### src/rtl/sar_search.sv
// sar_search: successive-approximation search engine.
// Drives the `a` operand of an external comparator with trial values and
// uses its gt/lt/eq answers to recover the hidden `b` value, MSB first.
// The search runs on an unsigned code; the signed range is handled by
// flipping the code MSB on the way out so comparisons stay monotonic.
// Optional feature: define SAR_SEARCH_TIMEOUT_EN to build a per-probe
// watchdog that aborts with `err` after TIMEOUT unanswered cycles.
module sar_search #(
  parameter int N_WIDTH = 4,
  parameter int SIGNED  = 0,
  parameter int TIMEOUT = 15
) (
  input  logic               clk,
  input  logic               rst_n,
  input  logic               start,
  input  logic               cmp_valid,
  input  logic               cmp_gt,
  input  logic               cmp_lt,
  input  logic               cmp_eq,
  output logic [N_WIDTH-1:0] probe,
  output logic               probe_valid,
  output logic               busy,
  output logic               done,
  output logic               found,
  output logic               err,
  output logic [N_WIDTH-1:0] result
);

  localparam int                 IW      = (N_WIDTH > 1) ? $clog2(N_WIDTH) : 1;
  localparam logic [N_WIDTH-1:0] ONE     = N_WIDTH'(1);
  localparam logic [N_WIDTH-1:0] OFS     = (SIGNED != 0) ? (ONE << (N_WIDTH - 1)) : '0;
  localparam logic [IW-1:0]      IDX_TOP = IW'(N_WIDTH - 1);
  localparam logic [IW-1:0]      IDX_ONE = IW'(1);

  typedef enum logic [1:0] {
    IDLE   = 2'd0,
    TRIAL  = 2'd1,
    VERIFY = 2'd2,
    DONE   = 2'd3
  } state_t;

  state_t state;
  state_t state_next;

  // Search code built so far and the bit currently being decided.
  logic [N_WIDTH-1:0] u;
  logic [N_WIDTH-1:0] u_next;
  logic [IW-1:0]      idx;
  logic [IW-1:0]      idx_next;

  // Values the registered outputs take at the next edge.
  logic [N_WIDTH-1:0] probe_next;
  logic               probe_valid_next;
  logic               busy_next;
  logic               done_next;
  logic               found_next;
  logic               err_next;
  logic [N_WIDTH-1:0] result_next;

  logic               in_probe;
  logic               flags_ok;
  logic               bad_flags;
  logic               timeout_hit;
  logic [N_WIDTH-1:0] bit_mask;

  assign in_probe  = (state == TRIAL) || (state == VERIFY);
  assign flags_ok  = $onehot({cmp_gt, cmp_lt, cmp_eq});
  assign bad_flags = in_probe && cmp_valid && !flags_ok;
  assign bit_mask  = ONE << idx;

  // A named scope marks an unusable parameter set in the elaborated hierarchy.
  if ((N_WIDTH < 1) || (TIMEOUT < 1)) begin : g_bad_params
  end

`ifdef SAR_SEARCH_TIMEOUT_EN
  localparam int            TW        = (TIMEOUT > 1) ? $clog2(TIMEOUT + 1) : 1;
  localparam logic [TW-1:0] WAIT_LAST = TW'(TIMEOUT - 1);
  localparam logic [TW-1:0] WAIT_ONE  = TW'(1);

  logic [TW-1:0] wait_cnt;

  // The cycle that would bring the count up to TIMEOUT aborts the search.
  assign timeout_hit = in_probe && !cmp_valid && (wait_cnt == WAIT_LAST);

  // Watchdog: count consecutive unanswered cycles of the probe on display.
  always_ff @(posedge clk or negedge rst_n) begin
    if (!rst_n) begin
      wait_cnt <= '0;
    end else if (in_probe && !cmp_valid && !timeout_hit) begin
      wait_cnt <= wait_cnt + WAIT_ONE;
    end else begin
      wait_cnt <= '0;
    end
  end
`else
  assign timeout_hit = 1'b0;
`endif

  // State register.
  always_ff @(posedge clk or negedge rst_n) begin
    if (!rst_n) begin
      state <= IDLE;
    end else begin
      state <= state_next;
    end
  end

  // Next-state logic: early exit on eq, errors and timeouts go straight to DONE.
  always_comb begin
    state_next = state;
    case (state)
      IDLE: begin
        if (start) begin
          state_next = TRIAL;
        end
      end
      TRIAL: begin
        if (timeout_hit || bad_flags || (cmp_valid && cmp_eq)) begin
          state_next = DONE;
        end else if (cmp_valid && (idx == '0)) begin
          state_next = VERIFY;
        end
      end
      VERIFY: begin
        if (timeout_hit || cmp_valid) begin
          state_next = DONE;
        end
      end
      DONE: begin
        state_next = IDLE;
      end
      default: begin
        state_next = IDLE;
      end
    endcase
  end

  // Search datapath: fold each accepted answer into the code and the result flags.
  always_comb begin
    u_next      = u;
    idx_next    = idx;
    result_next = result;
    found_next  = found;
    err_next    = err;
    case (state)
      IDLE: begin
        if (start) begin
          u_next      = '0;
          idx_next    = IDX_TOP;
          result_next = '0;
          found_next  = 1'b0;
          err_next    = 1'b0;
        end
      end
      TRIAL, VERIFY: begin
        if (timeout_hit || bad_flags) begin
          err_next    = 1'b1;
          found_next  = 1'b0;
          result_next = '0;
        end else if (cmp_valid) begin
          if (state == VERIFY) begin
            result_next = probe;
            found_next  = cmp_eq;
          end else if (cmp_eq) begin
            result_next = probe;
            found_next  = 1'b1;
          end else begin
            if (cmp_lt) begin
              u_next = u | bit_mask;
            end
            if (idx != '0) begin
              idx_next = idx - IDX_ONE;
            end
          end
        end
      end
      default: begin
      end
    endcase
  end

  // Output logic: outputs are prepared for the state being entered, so they register cleanly.
  always_comb begin
    probe_valid_next = (state_next == TRIAL) || (state_next == VERIFY);
    busy_next        = (state_next != IDLE);
    done_next        = (state_next == DONE);
    case (state_next)
      TRIAL:   probe_next = (u_next | (ONE << idx_next)) ^ OFS;
      VERIFY:  probe_next = u_next ^ OFS;
      default: probe_next = '0;
    endcase
  end

  // Datapath and output registers; reset aborts any search without a done pulse.
  always_ff @(posedge clk or negedge rst_n) begin
    if (!rst_n) begin
      u           <= '0;
      idx         <= '0;
      probe       <= '0;
      probe_valid <= 1'b0;
      busy        <= 1'b0;
      done        <= 1'b0;
      found       <= 1'b0;
      err         <= 1'b0;
      result      <= '0;
    end else begin
      u           <= u_next;
      idx         <= idx_next;
      probe       <= probe_next;
      probe_valid <= probe_valid_next;
      busy        <= busy_next;
      done        <= done_next;
      found       <= found_next;
      err         <= err_next;
      result      <= result_next;
    end
  end

endmodule

### config.mk
export PLATFORM = sky130hd
export DESIGN_NAME = sar_search
export DESIGN_NICKNAME = d
export VERILOG_FILES = /design/src/rtl/sar_search.sv
export SDC_FILE = /design/constraint.sdc
export NUM_CORES = 1
export LEC_CHECK = 0
export ABC_AREA = 1
export CORE_UTILIZATION = 55
export CTS_BUF_LIST = sky130_fd_sc_hd__clkbuf_4 sky130_fd_sc_hd__clkbuf_8
export DETAILED_ROUTE_END_ITERATION = 16
export DONT_BUFFER_PORTS = 1
export PLACE_DENSITY_LB_ADDON = 0.15
export SYNTH_ARGS = -nofsm -noshare
export SYNTH_HDL_FRONTEND = slang
export SYNTH_SLANG_ARGS = --single-unit
### constraint.sdc
create_clock -name clk -period 1.8 [get_ports clk]
set_input_delay 0.36 -clock clk [delete_from_list [all_inputs] [get_ports clk]]
set_output_delay 0.36 -clock clk [all_outputs]
set_load 0.02 [all_outputs]
==> key figures <==
Run status
  • Outcome: completed

Layout
  • Ant. Diodes: 0
  • Design area: 1545 µm²
  • Fin cells: between 200 and 250
  • Layout area overhead: 21.32%
  • Final nets: about 200
  • Share of cells above drive strength 1: about a third

Clock tree
  • Clk buf depth: 2
  • CTS sink cnt: 21
  • Htree depth: 1
  • Cts bufs inserted: 3
  • Clock root buffer: clkbuf_4
  • Clock Latency Late Sink: ~0.30 ns
  • CTS tree: done
  • Clock-pin slew on the worst setup and hold paths: 0.11 ns

Timing
  • Fin. Hold Viols: 0
  • RSZ-0062 raised after global routing: yes
  • Part of the cycle the worst path needs: a little over nine tenths
  • Tmin final: 1.709 ns
  • Max Fclk: 585.0 MHz
  • Final setup viols: 0
  • Final number of max-transition violations: 0
  • Rel. slew slack: between 30% and 40%
  • Measured slew at the worst slew-check pin: a little over 0.9 ns
  • Worst Clk Skew: ~0.0058 ns

Worst setup path
  • Worst-path fanout max: 8
  • Worst Path Required: around 2 ns
  • Worst path bufs/invs: 3
  • Crit-path max cell delay: about 0.41 ns
  • Worst path arrival time: approximately 1.9 ns
  • Startpoint Class: flip-flop
  • CP max stage cell: dfrtp_1
  • R2r setup slk: 0.09 ns
  • Critical path endpoint category: flip-flop
  • CP Class: flip-flop to flip-flop
  • Worst-path cell chain: inv_2, ha_4, nand2_2, inv_2, nand2_4, nand2_4, o21ai_2, nand3_2, nand2_2, inv_4, nand3_1, nand2_1
  • CP top delay family: simple AND/OR/NAND/NOR gates

GRT
  • First-pass GRT wire length: about 4700 µm
  • Initial antenna violation count: 0
  • Pin count of the biggest net entering global routing: 22
  • Grt ovf: 0
  • Vias in the first global route: 1106
  • Gr usage total: between 20% and 30%

Detailed routing
  • DR pass1 iterations: 4
  • DRT met1 WL: around 1300 µm
  • Drt via density: about 5.1
  • Max Used Layer: met4
  • Routed Antenna Nets: 0
  • WL per Instance: 13.45 µm
  • Initial DRC count: 16
  • Met3 routed WL: ~110 µm
  • DR vias: 1083
  • Routed met2 length: about 1400 µm
  • Drt total wl: 2839 µm
  • DRC: 0

Pwr
  • Pwr Density: approximately 2100 nW/µm²
  • LEAKAGE: 0.8043 nW
  • Maximum vdd drop: 1.491 mV

Synthesis
  • Synth async-reset ratio: 100.0%
  • Post-synth top area share: about two fifths
  • Seq/Total Area, Yosys: about 41%
  • Synthesis Warnings: 0
  • Post-synth top flop: dfrtp_1
  • Most common cell in the synthesized netlist: nand2_1
  • Post-synthesis instance total: around 160
  • Register bit total from synthesis: 21
  • Mapped Nets: between 150 and 200
  • Syn Area/Cell: around 8 µm²
  • Dominant cells by area after synthesis: dfrtp_1 41%, nand2_1 15%, inv_1 6.5%
  • Synthesized area: 1274 µm²
  • Distinct cells, synth: 22
  • Post-synth EDFFs: 0
  • Area leader, netlist: dfrtp_1
  • Post-synth top cells: 51 x nand2_1, 22 x inv_1, 21 x dfrtp_1, 14 x nor2_1, 9 x nand3_1

Placed design
  • Port Buf Inserts: 0
  • Placed Area: roughly 1400 µm²
  • Routability cong.: ~0.92
  • DP HPWL: between 2000 and 2500 µm
  • Placed Cells: between 150 and 200

Job
  • Max_cap viols: 0

Floorplanning
  • Starting Density: between 50% and 60%
  • Width of the die: ~50 µm
  • Core region area: about 2200 µm²
  • Die outline height: approximately 50 µm
  • Placement Rows: 17
  • Die Area: 2513 µm²
  • Io pins: 20

Hold path
  • Hold Crit Class: input pin to flip-flop
==> power by group <==
group          internal, mW  switching, mW
sequential            0.644          0.237
combinational         0.872           1.33
clock                 0.102          0.136
total                  1.62           1.70
==> worst reg2reg max path, cell delays in order, from the launching register on <==
cell and delay, ns:
dfrtp_1 0.41, inv_2 0.13, ha_4 0.23, nand2_2 0.07, inv_2 0.04, nand2_4 0.12, nand2_4 0.07, o21ai_2 0.12
nand3_2 0.12, nand2_2 0.11, inv_4 0.06, nand3_1 0.07, nand2_1 0.06
==> layout by cell type, fill, tap and decap left out, drive strengths merged, types with 4 or more instances in the layout <==
| master | n |
|---|---|
| clkbuf | 4 |
| o21ai | 10 |
| dfrtp | 21 |
| buf | 16 |
| ha | 5 |
| nand3 | 12 |
| nand2 | 58 |
| nor2 | 18 |
| inv | 28 |
| a21oi | 4 |
==> final timing paths <==
path / to / cells past startpoint / from
setup reg to reg: probe[3] / 12 / state[0]
hold reg to reg: u[2] / 2 / u[2]
min in group asynchronous: found / 1 / rst_n
setup / recovery: probe[3] / 12 / state[0]
hold / removal: found / 2 / cmp_eq
max in group asynchronous: err / 1 / rst_n
==> registers in the layout (all words and copies together), names as in the netlist <==
| register | cells |
|---|---|
| probe | 4 |
| result | 4 |
| u | 4 |
| idx | 2 |
| state | 2 |
| busy | 1 |
| done | 1 |
| err | 1 |
| found | 1 |
| probe_valid | 1 |
==> routing by layer <==
| metal | GRT usage [%] | vias to the layer above |
|---|---|---|
| met5 | 0 | - |
| met4 | 11.43 | 0 |
| met3 | 5.247 | 7 |
| met2 | 40.67 | 26 |
| met1 | 31.24 | 504 |
| li1 | - | 546 |
==> per-stage QoR <==
stage               hold WS [ns]   TNS, ns  power, mW  util [%]  setup WS (ns)
finish                    0.2926         0      3.318     70.53        0.09060
CTS                       0.2922         0      2.876     64.13      0.0007001
detailed placement       0.06480   -0.2699      2.621     62.31       -0.05780
floorplan                0.06441         0      2.111         -        0.04647
global route              0.3197  -0.08351      3.592     70.53       -0.02939
global placement         0.06477  -0.08670      2.567     62.31       -0.02916
==> logic make-up after synthesis <==
group / share of synthesized area, %
AOI/OAI and AO/OA: 10.31
adders and majority gates: 6.483
buffers and inverters: 9.135
and+or+nand+nor: 32.81
DFF: 41.26
==> area by class of cell <==
class / instances / area [µm²]
inverter: 28 / 110.1
sequential: 21 / 525.5
fill: 174 / 645.6
multi-input combinational: 113 / 706.9
timing repair buffer: 17 / 137.6
clock buffer: 4 / 30.03
tap: 28 / 35.03
==> timing repair <==
item                       CTS  global route
setup endpoints to repair    0            13
setup buffers                0             7
hold endpoints to repair    21             0
resized for setup            0            27
hold buffers                 1             0
Note: power is estimated with default switching activity, not from simulation.
